## config.mk

```make
export PLATFORM = sky130hd
export DESIGN_NAME = ifetch_prefetch_buffer
export DESIGN_NICKNAME = d
export VERILOG_FILES = /design/src/rtl/ifetch_pkg.sv /design/src/rtl/ifb_queue.sv /design/src/rtl/ifetch_prefetch_buffer.sv
export SDC_FILE = /design/constraint.sdc
export NUM_CORES = 1
export LEC_CHECK = 0
export CAP_MARGIN = 20
export CELL_PAD_IN_SITES_DETAIL_PLACEMENT = 1
export CELL_PAD_IN_SITES_GLOBAL_PLACEMENT = 2
export CORE_AREA = 4 4 175 219
export CTS_CLUSTER_SIZE = 12
export DETAILED_ROUTE_END_ITERATION = 16
export DIE_AREA = 0 0 179 223
export PLACE_DENSITY_LB_ADDON = 0.1
export SLEW_MARGIN = 20
export SYNTH_ARGS = -nofsm -noshare
export SYNTH_HDL_FRONTEND = slang
export SYNTH_SLANG_ARGS = --single-unit
```

## constraint.sdc

```tcl
create_clock -name clk -period 3.65 [get_ports clk]
set_input_delay 0.9125 -clock clk [delete_from_list [all_inputs] [get_ports clk]]
set_output_delay 0.9125 -clock clk [all_outputs]
set_load 0.1 [all_outputs]
```

## src/rtl/ifetch_pkg.sv

```systemverilog
// Shared types and constants for the instruction-fetch prefetch buffer.
package ifetch_pkg;

   localparam logic [31:0] INITIAL_PC = 32'h0000_0000;
   localparam logic [31:0] NOP_INSTR  = 32'h0000_0013;

   typedef struct packed {
      logic [31:0] pc;
      logic [31:0] instr;
      logic        filled;
   } ifb_entry_t;

endpackage

```

## src/rtl/ifb_queue.sv

```systemverilog
// In-order ring of fetch entries: allocated at request time, filled in order
// as IROM responses arrive, popped from the head by ID.
module ifb_queue
   import ifetch_pkg::*;
#(
   parameter int DEPTH = 4
) (
   input  logic                       clk,
   input  logic                       rst,
   input  logic                       flush_i,
   input  logic                       alloc_i,
   input  logic [31:0]                alloc_pc_i,
   input  logic                       fill_i,
   input  logic [31:0]                fill_instr_i,
   input  logic                       pop_i,
   output ifb_entry_t                 head_o,
   output logic [$clog2(DEPTH+1)-1:0] count_o
);

   localparam int PW = $clog2(DEPTH);
   localparam int CW = $clog2(DEPTH+1);

   ifb_entry_t    entries_q [DEPTH];
   logic [PW-1:0] head_q;
   logic [PW-1:0] tail_q;
   logic [PW-1:0] fill_q;
   logic [CW-1:0] count_q;

   always_ff @(posedge clk) begin
      if (rst || flush_i) begin
         head_q  <= '0;
         tail_q  <= '0;
         fill_q  <= '0;
         count_q <= '0;
      end else begin
         if (alloc_i) tail_q <= tail_q + PW'(1);
         if (fill_i)  fill_q <= fill_q + PW'(1);
         if (pop_i)   head_q <= head_q + PW'(1);
         count_q <= count_q + CW'(alloc_i) - CW'(pop_i);
      end
   end

   // Alloc, fill and pop never target the same slot in one cycle, so the
   // payload needs no reset: occupancy alone decides what is live.
   always_ff @(posedge clk) begin
      if (!rst && !flush_i) begin
         if (alloc_i) begin
            entries_q[tail_q] <= '{pc: alloc_pc_i, instr: NOP_INSTR, filled: 1'b0};
         end
         if (fill_i) begin
            entries_q[fill_q].instr  <= fill_instr_i;
            entries_q[fill_q].filled <= 1'b1;
         end
      end
   end

   assign head_o  = entries_q[head_q];
   assign count_o = count_q;

endmodule

```

## src/rtl/ifetch_prefetch_buffer.sv

```systemverilog
// Fetch front end: owns the fetch PC, issues IROM word requests and feeds
// ID from an in-order prefetch queue, discarding stale fetches on redirect.
module ifetch_prefetch_buffer
   import ifetch_pkg::*;
#(
   parameter int          DEPTH    = 4,
   parameter logic [31:0] RESET_PC = INITIAL_PC
) (
   input  logic        clk,
   input  logic        rst,
   input  logic        redirect_i,
   input  logic [31:0] redirect_pc_i,
   output logic        irom_req_o,
   output logic [13:0] irom_addr_o,
   input  logic        irom_gnt_i,
   input  logic        irom_rvalid_i,
   input  logic [31:0] irom_rdata_i,
   output logic        if_valid_o,
   output logic [31:0] if_pc_o,
   output logic [31:0] if_pc4_o,
   output logic [31:0] if_instr_o,
   input  logic        id_ready_i
);

   localparam int CW = $clog2(DEPTH+1);

   logic [31:0]   fetch_pc_q, fetch_pc_d;
   logic [CW-1:0] outstanding_q, outstanding_d;
   logic [CW-1:0] drop_cnt_q, drop_cnt_d;
   logic [CW-1:0] occupancy;
   logic [CW:0]   credit;
   logic          grant, resp, drop, fill, pop;
   ifb_entry_t    head;
   logic          unused_bits;

   // Unfilled entries are already tracked by outstanding, so the credit is
   // every allocated entry plus stale fetches still in flight.
   assign credit     = {1'b0, occupancy} + {1'b0, drop_cnt_q};
   assign irom_req_o = !rst && (credit < (CW+1)'(DEPTH));
   assign irom_addr_o = fetch_pc_q[15:2];

   assign grant = irom_req_o && irom_gnt_i;
   assign resp  = irom_rvalid_i && (outstanding_q != '0);
   assign drop  = resp && (drop_cnt_q != '0);
   assign fill  = resp && !drop && !redirect_i;
   assign pop   = if_valid_o && id_ready_i;

   assign outstanding_d = outstanding_q + CW'(grant) - CW'(resp);

   always_comb begin
      drop_cnt_d = drop_cnt_q - CW'(drop);
      fetch_pc_d = grant ? fetch_pc_q + 32'd4 : fetch_pc_q;
      if (redirect_i) begin
         drop_cnt_d = outstanding_d;
         fetch_pc_d = {redirect_pc_i[31:2], 2'b00};
      end
   end

   always_ff @(posedge clk) begin
      if (rst) begin
         fetch_pc_q    <= RESET_PC;
         outstanding_q <= '0;
         drop_cnt_q    <= '0;
      end else begin
         fetch_pc_q    <= fetch_pc_d;
         outstanding_q <= outstanding_d;
         drop_cnt_q    <= drop_cnt_d;
      end
   end

   ifb_queue #(.DEPTH(DEPTH)) u_queue (
      .clk          (clk),
      .rst          (rst),
      .flush_i      (redirect_i),
      .alloc_i      (grant),
      .alloc_pc_i   (fetch_pc_q),
      .fill_i       (fill),
      .fill_instr_i (irom_rdata_i),
      .pop_i        (pop),
      .head_o       (head),
      .count_o      (occupancy)
   );

   assign if_valid_o = (occupancy != '0) && head.filled;
   assign if_pc_o    = if_valid_o ? head.pc : 32'h0;
   assign if_pc4_o   = if_valid_o ? head.pc + 32'd4 : 32'd4;
   assign if_instr_o = if_valid_o ? head.instr : NOP_INSTR;

   assign unused_bits = ^{redirect_pc_i[1:0], fetch_pc_q[31:16], fetch_pc_q[1:0]};

endmodule
```

==> impl_metrics.py, run 1 <==
metrics = {
    "cts": {
        "cts_htree_levels": 1,
        "clock-sinks": 299,
        "clockBufferDepth": 3,
        "clk_latency_ns": 0.57,
        "cts.reportedPaths.clkPinSlew_ns": 0.06,
        "cts_root_buf": "clkbuf_16",
        "cts_tree": "yes",
        "cts_inserted_buffers": 31,
    },
    "yosys": {
        "synth_edf_count": 248,
        "yosysMostFrequentCell": "edfxtp_1",
        "syn-cell-area_um2": 14000,
        "yosysTopAreaCell": "edfxtp_1",
        "synth_cells": 1045,
        "async_flop_share_pct": 0,
        "synth_top_area_share_pct": 53.2,
        "synthTopCellsByCount": "edfxtp_1 (248), and3_1 (120), nor2_1 (70), and2_1 (64), mux4_2 (61)",
        "synthFlopType": "edfxtp_1",
        "ys_warn_count": 0,
        "ys_seq_elements": 299,
        "synth_seq_area_share_pct": 60.5,
        "avgSynthCellArea_um2": 13.4,
        "synth_area_leaders": "edfxtp_1 (53%), mux4_2 (9.8%), dfxtp_1 (7.3%), and3_1 (5.4%), and2_1 (2.9%)",
        "synthDistinctLibCells": 52,
    },
    "min_path": {
        "holdPathEnd": "u_queue.entries_q[2][0]",
        "hp-start": "u_queue.entries_q[2][0]",
        "min_path_cells": 1,
        "hp-class": "reg -> reg",
    },
    "critical_path": {
        "timing.rr.end": "u_queue.count_o[2]",
        "cp_common_cell": "buf_12",
        "path_max_fanout": 12,
        "crit_slowest_cell": "or4_4",
        "criticalPathCategory": "reg -> out",
        "cp_data_required_time_ns": 2.74,
        "rrSetupSlack_ns": 0.14,
        "end_kind": "primary output",
        "r2r_cells": 17,
        "cp_top_family": "simple AND/OR/NAND/NOR gates",
        "crit_path_max_incr_delay_ns": 0.62,
        "arrival_ns": 3.10,
        "cp_num_buf_inv": 2,
        "cp_cell_sequence": "buf_12, mux4_2, nand4_4, or4_4, or3_1, a21oi_4, buf_12",
        "worst_setup_path_start_kind": "flip-flop",
    },
    "placement": {
        "io_buffers": 175,
        "gp_congestion": 0.768,
        "place_area_um2": 17700,
        "dp.final_hpwl_um": 26400,
        "place_ws_ns": 0.0717,
    },
    "run_status": {
        "failed_checks": "setup timing",
        "run_status": "complete, but fails checks",
    },
    "route": {
        "ant_nets": 0,
        "wire_per_inst_um": 21.9,
        "dr.max_layer_used": "met4",
        "wl_met3_um": 1780,
        "first_iter_violations": 512,
        "drt-met1-wl_um": 15200,
        "routed_wl_um": 38800,
        "drcViolationCount": 0,
        "met2WireLength_um": 20900,
        "drt-pass1-iter-count": 4,
        "via_count": 9309,
        "via_per_inst": 5.25,
    },
    "timing": {
        "rsz0062_at_grt": "yes",
        "finalSetupViolCount": 64,
        "fmax_mhz": 249,
        "hold_viol": 0,
        "finalWorstSetupSlack_ns": -0.362,
        "tns_ns": -7.07,
        "slew_headroom_pct": 60.1,
        "skew_ns": 0.0104,
        "timing.final.crit_share_pct": 110,
        "hold_slack_ns": 0.448,
        "worst_pin_slew_ns": 0.596,
        "report.final.slew_viol_count": 0,
        "fin_crit_ns": 4.01,
    },
    "cells_and_area": {
        "drive_above_1_share_pct": 29.6,
        "postLayoutCellArea_um2": 19200,
        "final_nets": 1359,
        "antennaDiodeCount": 0,
        "areaGrowthSynthToFinish_pct": 37.0,
    },
    "die": {
        "die_w_um": 179,
        "row_count": 78,
        "io-pin-count": 182,
        "start_util_pct": 38.7,
        "core-area_um2": 36200,
        "die_y_um": 223,
        "dieArea_um2": 39900,
    },
    "global_route": {
        "track_usage_pct": 19.5,
        "grt_max_degree": 73,
        "antenna_found_initial": 0,
        "grt_pass1_vias": 10072,
        "grt_pass1_wl_um": 60000,
        "gr-total-overflow": 0,
    },
    "power": {
        "ir_drop_mv": 0.392,
        "p_leak_nw": 7.04,
        "power_density_nw_per_um2": 449,
    },
    "job": {
        "cap_violations": 0,
    },
}
==> worst max path at each step <==
stage | startpoint | to | slack, ns | cells after the start
2_1_floorplan | flip-flop | if_pc4_o[17] | -0.23 | 8
3_3_place_gp | flip-flop | if_pc4_o[31] | 0.1 | 7
3_5_place_dp | flip-flop | if_pc4_o[31] | 0.07 | 8
4_1_cts | flip-flop | if_pc4_o[23] | -0.39 | 8
5_1_grt | flip-flop | if_pc4_o[29] | -0.46 | 8
6_report | flip-flop | if_pc4_o[21] | -0.36 | 7
==> area by class of cell <==
type / count / area (um2)
flip-flops and latches: 299 / 8470
fillers: 3490 / 17000
well taps: 480 / 601
clock buffers: 49 / 883
inverters: 36 / 144
clock inverters: 8 / 116
multi-input cells: 627 / 5300
repair buffers: 274 / 3660
==> stage by stage <==
stage	total power, mW	utilization (%)	std cells
after floorplan	4.92	-	1048
after global placement	5.50	49.0	1698
after detailed placement	5.52	49.0	1698
after CTS	8.69	52.5	1764
after global routing	8.95	53.0	1773
final	8.60	53.0	1773
==> routing by layer <==
layer / up-vias / track usage [%]
met2: 202 / 36.1
met3: 53 / 2.34
li1: 4349 / -
met1: 4705 / 23.9
met5: - / 0
met4: 0 / 4.88
==> what timing repair did <==
action	CTS	global route
pin swaps	11	9
buffers inserted	9	9
setup endpoints to repair	91	87
resized for setup	46	17
hold buffers	0	0
==> cells by family after synthesis <==
kind of cell / synth area share [%]
simple gates: 16.7
other cells: 0.0268
flops: 60.5
mux: 10.9
compound gates: 2.97
xor+xnor: 2.94
buf+inv: 4.12
fa+ha+maj: 1.89
==> sequential cells by signal, summed over array words and instances, names as in the netlist, named ones only <==
| signal | cells |
|---|---|
| u_queue.count_o | 3 |
| outstanding_q | 3 |
| u_queue.entries_q | 252 |
| fetch_pc_q | 30 |
| drop_cnt_q | 3 |
| u_queue.tail_q | 2 |
| u_queue.head_q | 2 |
| u_queue.fill_q | 2 |
==> report_power, final <==
| group | switching [mW] | internal (mW) | leakage (nW) |
|---|---|---|---|
| Sequential | 0.0905 | 3.81 | 2.64 |
| Combinational | 0.978 | 0.594 | 3.92 |
| Clock | 1.28 | 1.86 | 0.485 |
==> cells in the final DEF, fill, tap and decap left out, types with 15 or more instances in the layout <==
cell             count
dfxtp_1             49
nand4_1             15
ha_1                17
nand2_1             58
and2_1              58
xnor2_1             40
clkbuf_16           31
and3_1             119
clkdlybuf4s50_1     67
edfxtp_1           248
nor2_1              57
mux4_2              61
buf_4               86
nor4_1              16
a211oi_1            22
nand3_1             19
buf_12             110
inv_1               33
(Power assumes the default switching activity.)
==> run 2, diff against run 1 <==
--- a/config.mk
+++ b/config.mk
@@ -12,6 +12,7 @@
 export CTS_CLUSTER_SIZE = 12
 export DETAILED_ROUTE_END_ITERATION = 16
 export DIE_AREA = 0 0 179 223
+export GPL_TIMING_DRIVEN = 0
 export PLACE_DENSITY_LB_ADDON = 0.1
 export SLEW_MARGIN = 20
 export SYNTH_ARGS = -nofsm -noshare
==> impl_metrics.py, run 2 (synthesis gave the netlist of run 1 again) <==
metrics = {
    "power": {
        "power_density_nw_per_um2": 454,
        "ir_drop_mv": 0.392,
        "finalPower_mw": 8.53,
        "p_leak_nw": 6.90,
    },
    "timing": {
        "finalWorstSetupSlack_ns": -0.435,
        "slew_headroom_pct": 34.4,
        "finalSetupViolCount": 49,
        "fin_crit_ns": 4.09,
        "skew_ns": 0.0180,
        "tns_ns": -8.30,
        "rsz0062_at_grt": "yes",
        "fmax_mhz": 245,
        "timing.final.crit_share_pct": 112,
        "worst_pin_slew_ns": 0.981,
        "report.final.slew_viol_count": 0,
        "hold_viol": 0,
    },
    "cells_and_area": {
        "postLayoutCellArea_um2": 18800,
        "largestRegisters": "u_queue.entries_q (252), fetch_pc_q (30)",
        "fill_cells": 3568,
        "antennaDiodeCount": 0,
        "drive_above_1_share_pct": 28.3,
        "fin_util_pct": 51.9,
        "final_common_cell": "edfxtp_1",
        "most-common-layout-cells": "edfxtp_1 (248), and3_1 (120), clkdlybuf4s50_1 (81)",
        "areaGrowthSynthToFinish_pct": 34.2,
        "largest_reg_flops": 252,
        "final_nets": 1395,
        "top_register": "u_queue.entries_q",
    },
    "route": {
        "wire_per_inst_um": 23.2,
        "drcViolationCount": 0,
        "via_count": 9481,
        "drt-pass1-iter-count": 5,
        "met2WireLength_um": 23100,
        "routed_wl_um": 42000,
        "via_per_inst": 5.24,
        "wl_met3_um": 1640,
        "drt-met1-wl_um": 16400,
        "ant_nets": 0,
        "dr.max_layer_used": "met5",
        "first_iter_violations": 605,
    },
    "cts": {
        "cts_htree_levels": 1,
        "cts_tree": "yes",
        "cts_hold_buf": 0,
        "clk_latency_ns": 0.56,
        "cts.reportedPaths.clkPinSlew_ns": 0.06,
        "cts_inserted_buffers": 31,
        "clockBufferDepth": 3,
        "clock-sinks": 299,
        "cts_root_buf": "clkbuf_16",
    },
    "critical_path": {
        "worst_setup_path_start_kind": "flip-flop",
        "path_max_fanout": 10,
        "arrival_ns": 3.17,
        "r2r-start": "u_queue.count_o[2]",
        "end_kind": "primary output",
        "crit_path_max_incr_delay_ns": 0.51,
        "criticalPathCategory": "reg -> out",
        "cp_common_cell": "buf_12",
        "cp_cell_sequence": "buf_12, buf_12, mux4_2, nand4_4, or4_4, buf_12, nor4_4, mux2_4, buf_12",
        "cp_num_buf_inv": 4,
        "crit_slowest_cell": "or4_4",
        "cp_data_required_time_ns": 2.74,
        "cp_top_family": "simple AND/OR/NAND/NOR gates",
    },
    "die": {
        "start_util_pct": 38.7,
        "die_w_um": 179,
        "die_y_um": 223,
        "core-area_um2": 36200,
        "io-pin-count": 182,
        "dieArea_um2": 39900,
        "row_count": 78,
    },
    "min_path": {
        "hp-class": "reg -> reg",
        "hp-start": "u_queue.entries_q[0][0]",
    },
    "global_route": {
        "grt_max_degree": 31,
        "track_usage_pct": 20.9,
        "antenna_found_initial": 1,
        "gr-total-overflow": 0,
        "grt_pass1_vias": 10347,
        "grt_pass1_wl_um": 63300,
    },
    "placement": {
        "place_area_um2": 16600,
        "dp.final_hpwl_um": 30000,
        "io_buffers": 175,
        "gp_congestion": 0.776,
    },
    "run_status": {
        "failed_checks": "setup timing",
        "run_status": "complete, but fails checks",
    },
    "job": {
        "cap_violations": 0,
    },
}
## run 2: cell type report
cell class              instances  area, um2  share of cell area (%)
repair buffers                226       2670                    14.2
inverters                      36        144                   0.766
clock buffers                  50        897                    4.77
plain buffers                  84        607                    3.23
flip-flops and latches        299       8470                    45.1
well taps                     480        601                    3.20
clock inverters                 7       81.3                   0.433
multi-input cells             627       5320                    28.3
## run 2: final timing paths
kind         depth (start not counted)  slack, ns                 endpoint
max                                  9      -0.44             if_pc4_o[29]
min reg2reg                          1       0.45  u_queue.entries_q[0][0]
max reg2reg                         14       0.26            drop_cnt_q[2]
min                                  1       0.45  u_queue.entries_q[0][0]
## run 2: metal layers
| metal | GRT usage (%) | vias to the layer above |
|---|---|---|
| met3 | 2.69 | 54 |
| met2 | 39.5 | 203 |
| li1 | - | 4415 |
| met4 | 5.10 | 2 |
| met1 | 24.9 | 4807 |
| met5 | 0 | - |
## run 2: what timing repair did
action | CTS | global route
pin swaps | 8 | 5
resized for setup | 800 | 45
buffers inserted | 35 | 7
endpoints found under the setup margin | 333 | 169
cloned | 0 | 1
## run 2: report_power, final
part           total [mW]  internal, mW  leakage (nW)  switching (mW)
Combinational        1.55         0.554          3.78           0.997
Sequential           3.91          3.81          2.64           0.105
Clock                3.07          1.81         0.475            1.27
Total                8.53          6.17          6.90            2.37
## run 2: worst register-to-register path, stage by stage, from the launching register on
cell,delay (ns)
dfxtp_1,0.42
ha_1,0.29
nor4_4,0.41
and3_1,0.23
clkbuf_4,0.23
inv_2,0.12
clkbuf_4,0.25
ha_1,0.31
inv_1,0.03
ha_1,0.18
fa_1,0.38
xnor2_1,0.17
nor2_1,0.07
nor2_1,0.12
a21oi_1,0.04
## run 2: per-stage QoR
step | cells | setup slack (ns) | hold WS, ns
4_1_cts | 1802 | -0.473 | 0.456
3_5_place_dp | 1711 | -1.47 | 0.435
5_1_grt | 1809 | -0.538 | 0.481
3_3_place_gp | 1703 | -1.72 | 0.436
2_1_floorplan | 1048 | -0.226 | 0.421
6_report | 1809 | -0.435 | 0.455
==> run 3, diff against run 2 <==
--- a/config.mk
+++ b/config.mk
@@ -5,13 +5,14 @@
 export SDC_FILE = /design/constraint.sdc
 export NUM_CORES = 1
 export LEC_CHECK = 0
+export ABC_AREA = 1
 export CAP_MARGIN = 20
 export CELL_PAD_IN_SITES_DETAIL_PLACEMENT = 1
 export CELL_PAD_IN_SITES_GLOBAL_PLACEMENT = 2
-export CORE_AREA = 4 4 175 219
+export CORE_AREA = 4 4 195 244
 export CTS_CLUSTER_SIZE = 12
 export DETAILED_ROUTE_END_ITERATION = 16
-export DIE_AREA = 0 0 179 223
+export DIE_AREA = 0 0 199 248
 export GPL_TIMING_DRIVEN = 0
 export PLACE_DENSITY_LB_ADDON = 0.1
 export SLEW_MARGIN = 20
==> constraint.sdc (replaced) <==
create_clock -name clk -period 4.1 [get_ports clk]
set_input_delay 1.025 -clock clk [delete_from_list [all_inputs] [get_ports clk]]
set_output_delay 1.025 -clock clk [all_outputs]
set_load 0.1 [all_outputs]
==> impl_metrics.py, run 3 <==
metrics = {
    "run_status": {
        "run_status": "finished clean",
    },
    "critical_path": {
        "end_kind": "primary output",
        "cp_num_buf_inv": 5,
        "cp_common_cell": "buf_2",
        "path_max_fanout": 10,
        "cp_top_family": "buffers and inverters",
        "cp_cell_sequence": "buf_6, clkbuf_4, a21oi_2, o21ai_0, nand2_1, nand2_2, buf_4, buf_2, a21oi_1, buf_2",
        "rrSetupSlack_ns": 0.80,
        "crit_slowest_cell": "buf_2",
        "cp_data_required_time_ns": 3.07,
        "worst_setup_path_start_kind": "flip-flop",
        "crit_path_max_incr_delay_ns": 0.45,
        "criticalPathCategory": "reg -> out",
        "arrival_ns": 2.97,
    },
    "cts": {
        "cts_hold_buf": 0,
        "cts_tree": "yes",
        "clockBufferDepth": 3,
        "cts_inserted_buffers": 35,
        "cts_htree_levels": 2,
        "clk_latency_ns": 0.54,
        "cts.reportedPaths.clkPinSlew_ns": 0.06,
        "clock-sinks": 299,
        "cts_root_buf": "clkbuf_16",
    },
    "route": {
        "routed_wl_um": 54300,
        "ant_nets": 0,
        "via_count": 13117,
        "wire_per_inst_um": 20.5,
        "drt-pass1-iter-count": 5,
        "drcViolationCount": 0,
        "via_per_inst": 4.95,
        "first_iter_violations": 486,
    },
    "yosys": {
        "synth_cells": 1822,
        "ys_warn_count": 0,
        "ys_seq_elements": 299,
        "async_flop_share_pct": 0,
        "avgSynthCellArea_um2": 8.38,
        "syn-cell-area_um2": 15300,
        "synthDistinctLibCells": 42,
        "yosysTopAreaCell": "edfxtp_1",
        "yosysMostFrequentCell": "nand2_1",
        "synth_top_area_share_pct": 48.8,
        "synth_edf_count": 248,
        "synth_seq_area_share_pct": 55.5,
        "synthTopCellsByCount": "nand2_1 (479), nor2_1 (385), edfxtp_1 (248), inv_1 (143), o21ai_0 (113)",
        "synthFlopType": "edfxtp_1",
        "synth_area_leaders": "edfxtp_1 (49%), nand2_1 (12%), nor2_1 (9.5%), dfxtp_1 (6.7%), o21ai_0 (3.7%)",
    },
    "power": {
        "ir_drop_mv": 0.273,
        "p_int_mw": 5.62,
        "p_sw_share_pct": 28.7,
        "combPwrFrac_pct": 15.6,
        "finalPower_mw": 7.88,
        "p_leak_nw": 7.95,
        "power_frac_clock_pct": 40.0,
        "p_seq_share_pct": 44.4,
        "power.switching_mw": 2.26,
        "power_density_nw_per_um2": 414,
    },
    "global_route": {
        "track_usage_pct": 21.7,
        "antenna_found_initial": 0,
        "grt_pass1_vias": 13484,
        "gr-total-overflow": 0,
        "grt_pass1_wl_um": 81300,
        "grt_max_degree": 27,
    },
    "timing": {
        "fmax_mhz": 250,
        "hold_viol": 0,
        "worst_pin_slew_ns": 0.993,
        "fin_crit_ns": 3.99,
        "rsz0062_at_grt": "yes",
        "slew_headroom_pct": 33.6,
        "skew_ns": 0.0220,
        "report.final.slew_viol_count": 0,
        "finalSetupViolCount": 0,
        "hold_slack_ns": 0.468,
        "finalWorstSetupSlack_ns": 0.107,
        "timing.final.crit_share_pct": 97.4,
    },
    "job": {
        "cap_violations": 0,
    },
    "cells_and_area": {
        "top_register": "u_queue.entries_q",
        "final_nets": 2135,
        "areaGrowthSynthToFinish_pct": 24.8,
        "drive_above_1_share_pct": 14.3,
        "largestRegisters": "u_queue.entries_q (252), fetch_pc_q (30)",
        "most-common-layout-cells": "nand2_1 (468), nor2_1 (375), edfxtp_1 (248)",
        "final_common_cell": "nand2_1",
        "antennaDiodeCount": 0,
        "final_cells": 2649,
        "postLayoutCellArea_um2": 19000,
        "largest_reg_flops": 252,
    },
    "die": {
        "die_w_um": 199,
        "io-pin-count": 182,
        "core-area_um2": 45100,
        "die_y_um": 248,
        "row_count": 87,
        "start_util_pct": 33.9,
        "dieArea_um2": 49400,
    },
    "placement": {
        "post-place-cells": 2585,
        "dp.final_hpwl_um": 41500,
        "io_buffers": 174,
        "place_area_um2": 17900,
        "gp_congestion": 0.872,
        "place_ws_ns": -0.658,
    },
    "min_path": {
        "hp-class": "reg -> reg",
    },
}
run 3: cell families (layout without fill, tap and decap cells):
family                     after synthesis  after routing  synth area share, %
xor gates and xnor gates                13             13                0.746
and+or+nand+nor                       1031           1031                 27.4
buffers and inverters                  246            492                 7.26
adders and majority gates               20             20                 1.74
DFF                                    299            299                 55.5
other                                    1              4               0.0246
AOI/OAI and AO/OA                      212            212                 7.38
run 3: per-layer routing:
metal	vias up	wire, um	global-route usage, %
met3	78	1710	2.46
li1	6377	-	-
met2	235	29000	41.3
met4	0	1710	7.04
met5	-	0	0
met1	6427	21900	25.4
run 3: power by group through the flow:
stage / Combinational [mW] / Sequential [mW] / Clock (mW)
floorplan: 0.862 / 3.51 / 0
global placement: 1.22 / 3.56 / 0
detailed placement: 1.25 / 3.56 / 0
CTS: 1.24 / 3.50 / 3.22
global route: 1.34 / 3.51 / 3.35
finish: 1.23 / 3.49 / 3.15
run 3: worst reg2reg max path: cells and delay by family (launching register included):
family                     cells  cell delay [ns]
and+or+nand+nor                3             0.77
buffers and inverters          3             0.54
adders and majority gates      4             1.26
DFF                            1             0.34
AOI/OAI and AO/OA              2             0.34
run 3: final cells by class:
| cell class | instances | area, um2 |
|---|---|---|
| Clock buffer | 47 | 952 |
| Timing Repair Buffer | 183 | 1740 |
| Buffer | 100 | 601 |
| Inverter | 146 | 554 |
| Clock inverter | 16 | 199 |
| Tap cell | 578 | 723 |
| Sequential cell | 299 | 8470 |
| Multi-Input combinational cell | 1280 | 5810 |
| Fill cell | 5360 | 26000 |
run 3: worst paths after layout:
check | start | end | depth (start not counted)
max | flip-flop | if_instr_o[27] | 10
min | u_queue.head_q[1] | u_queue.head_q[1] | 2
max reg2reg | drop_cnt_q[2] | drop_cnt_q[2] | 12
min reg2reg | u_queue.head_q[1] | u_queue.head_q[1] | 2
run 3: per-stage QoR:
step | utilization, % | setup TNS (ns)
2_1_floorplan | - | -0.652
3_3_place_gp | 39.4 | -103.51
3_5_place_dp | 39.8 | -30.53
4_1_cts | 42.1 | -0.00822
5_1_grt | 42.3 | -0.00778
6_report | 42.3 | 0
run 3: what timing repair did:
action,4_1_cts,5_1_grt
hold endpoints to repair,0,0
endpoints found under the setup margin,93,41
setup buffers,1,0
pin swaps,0,3
gates resized for setup,518,55
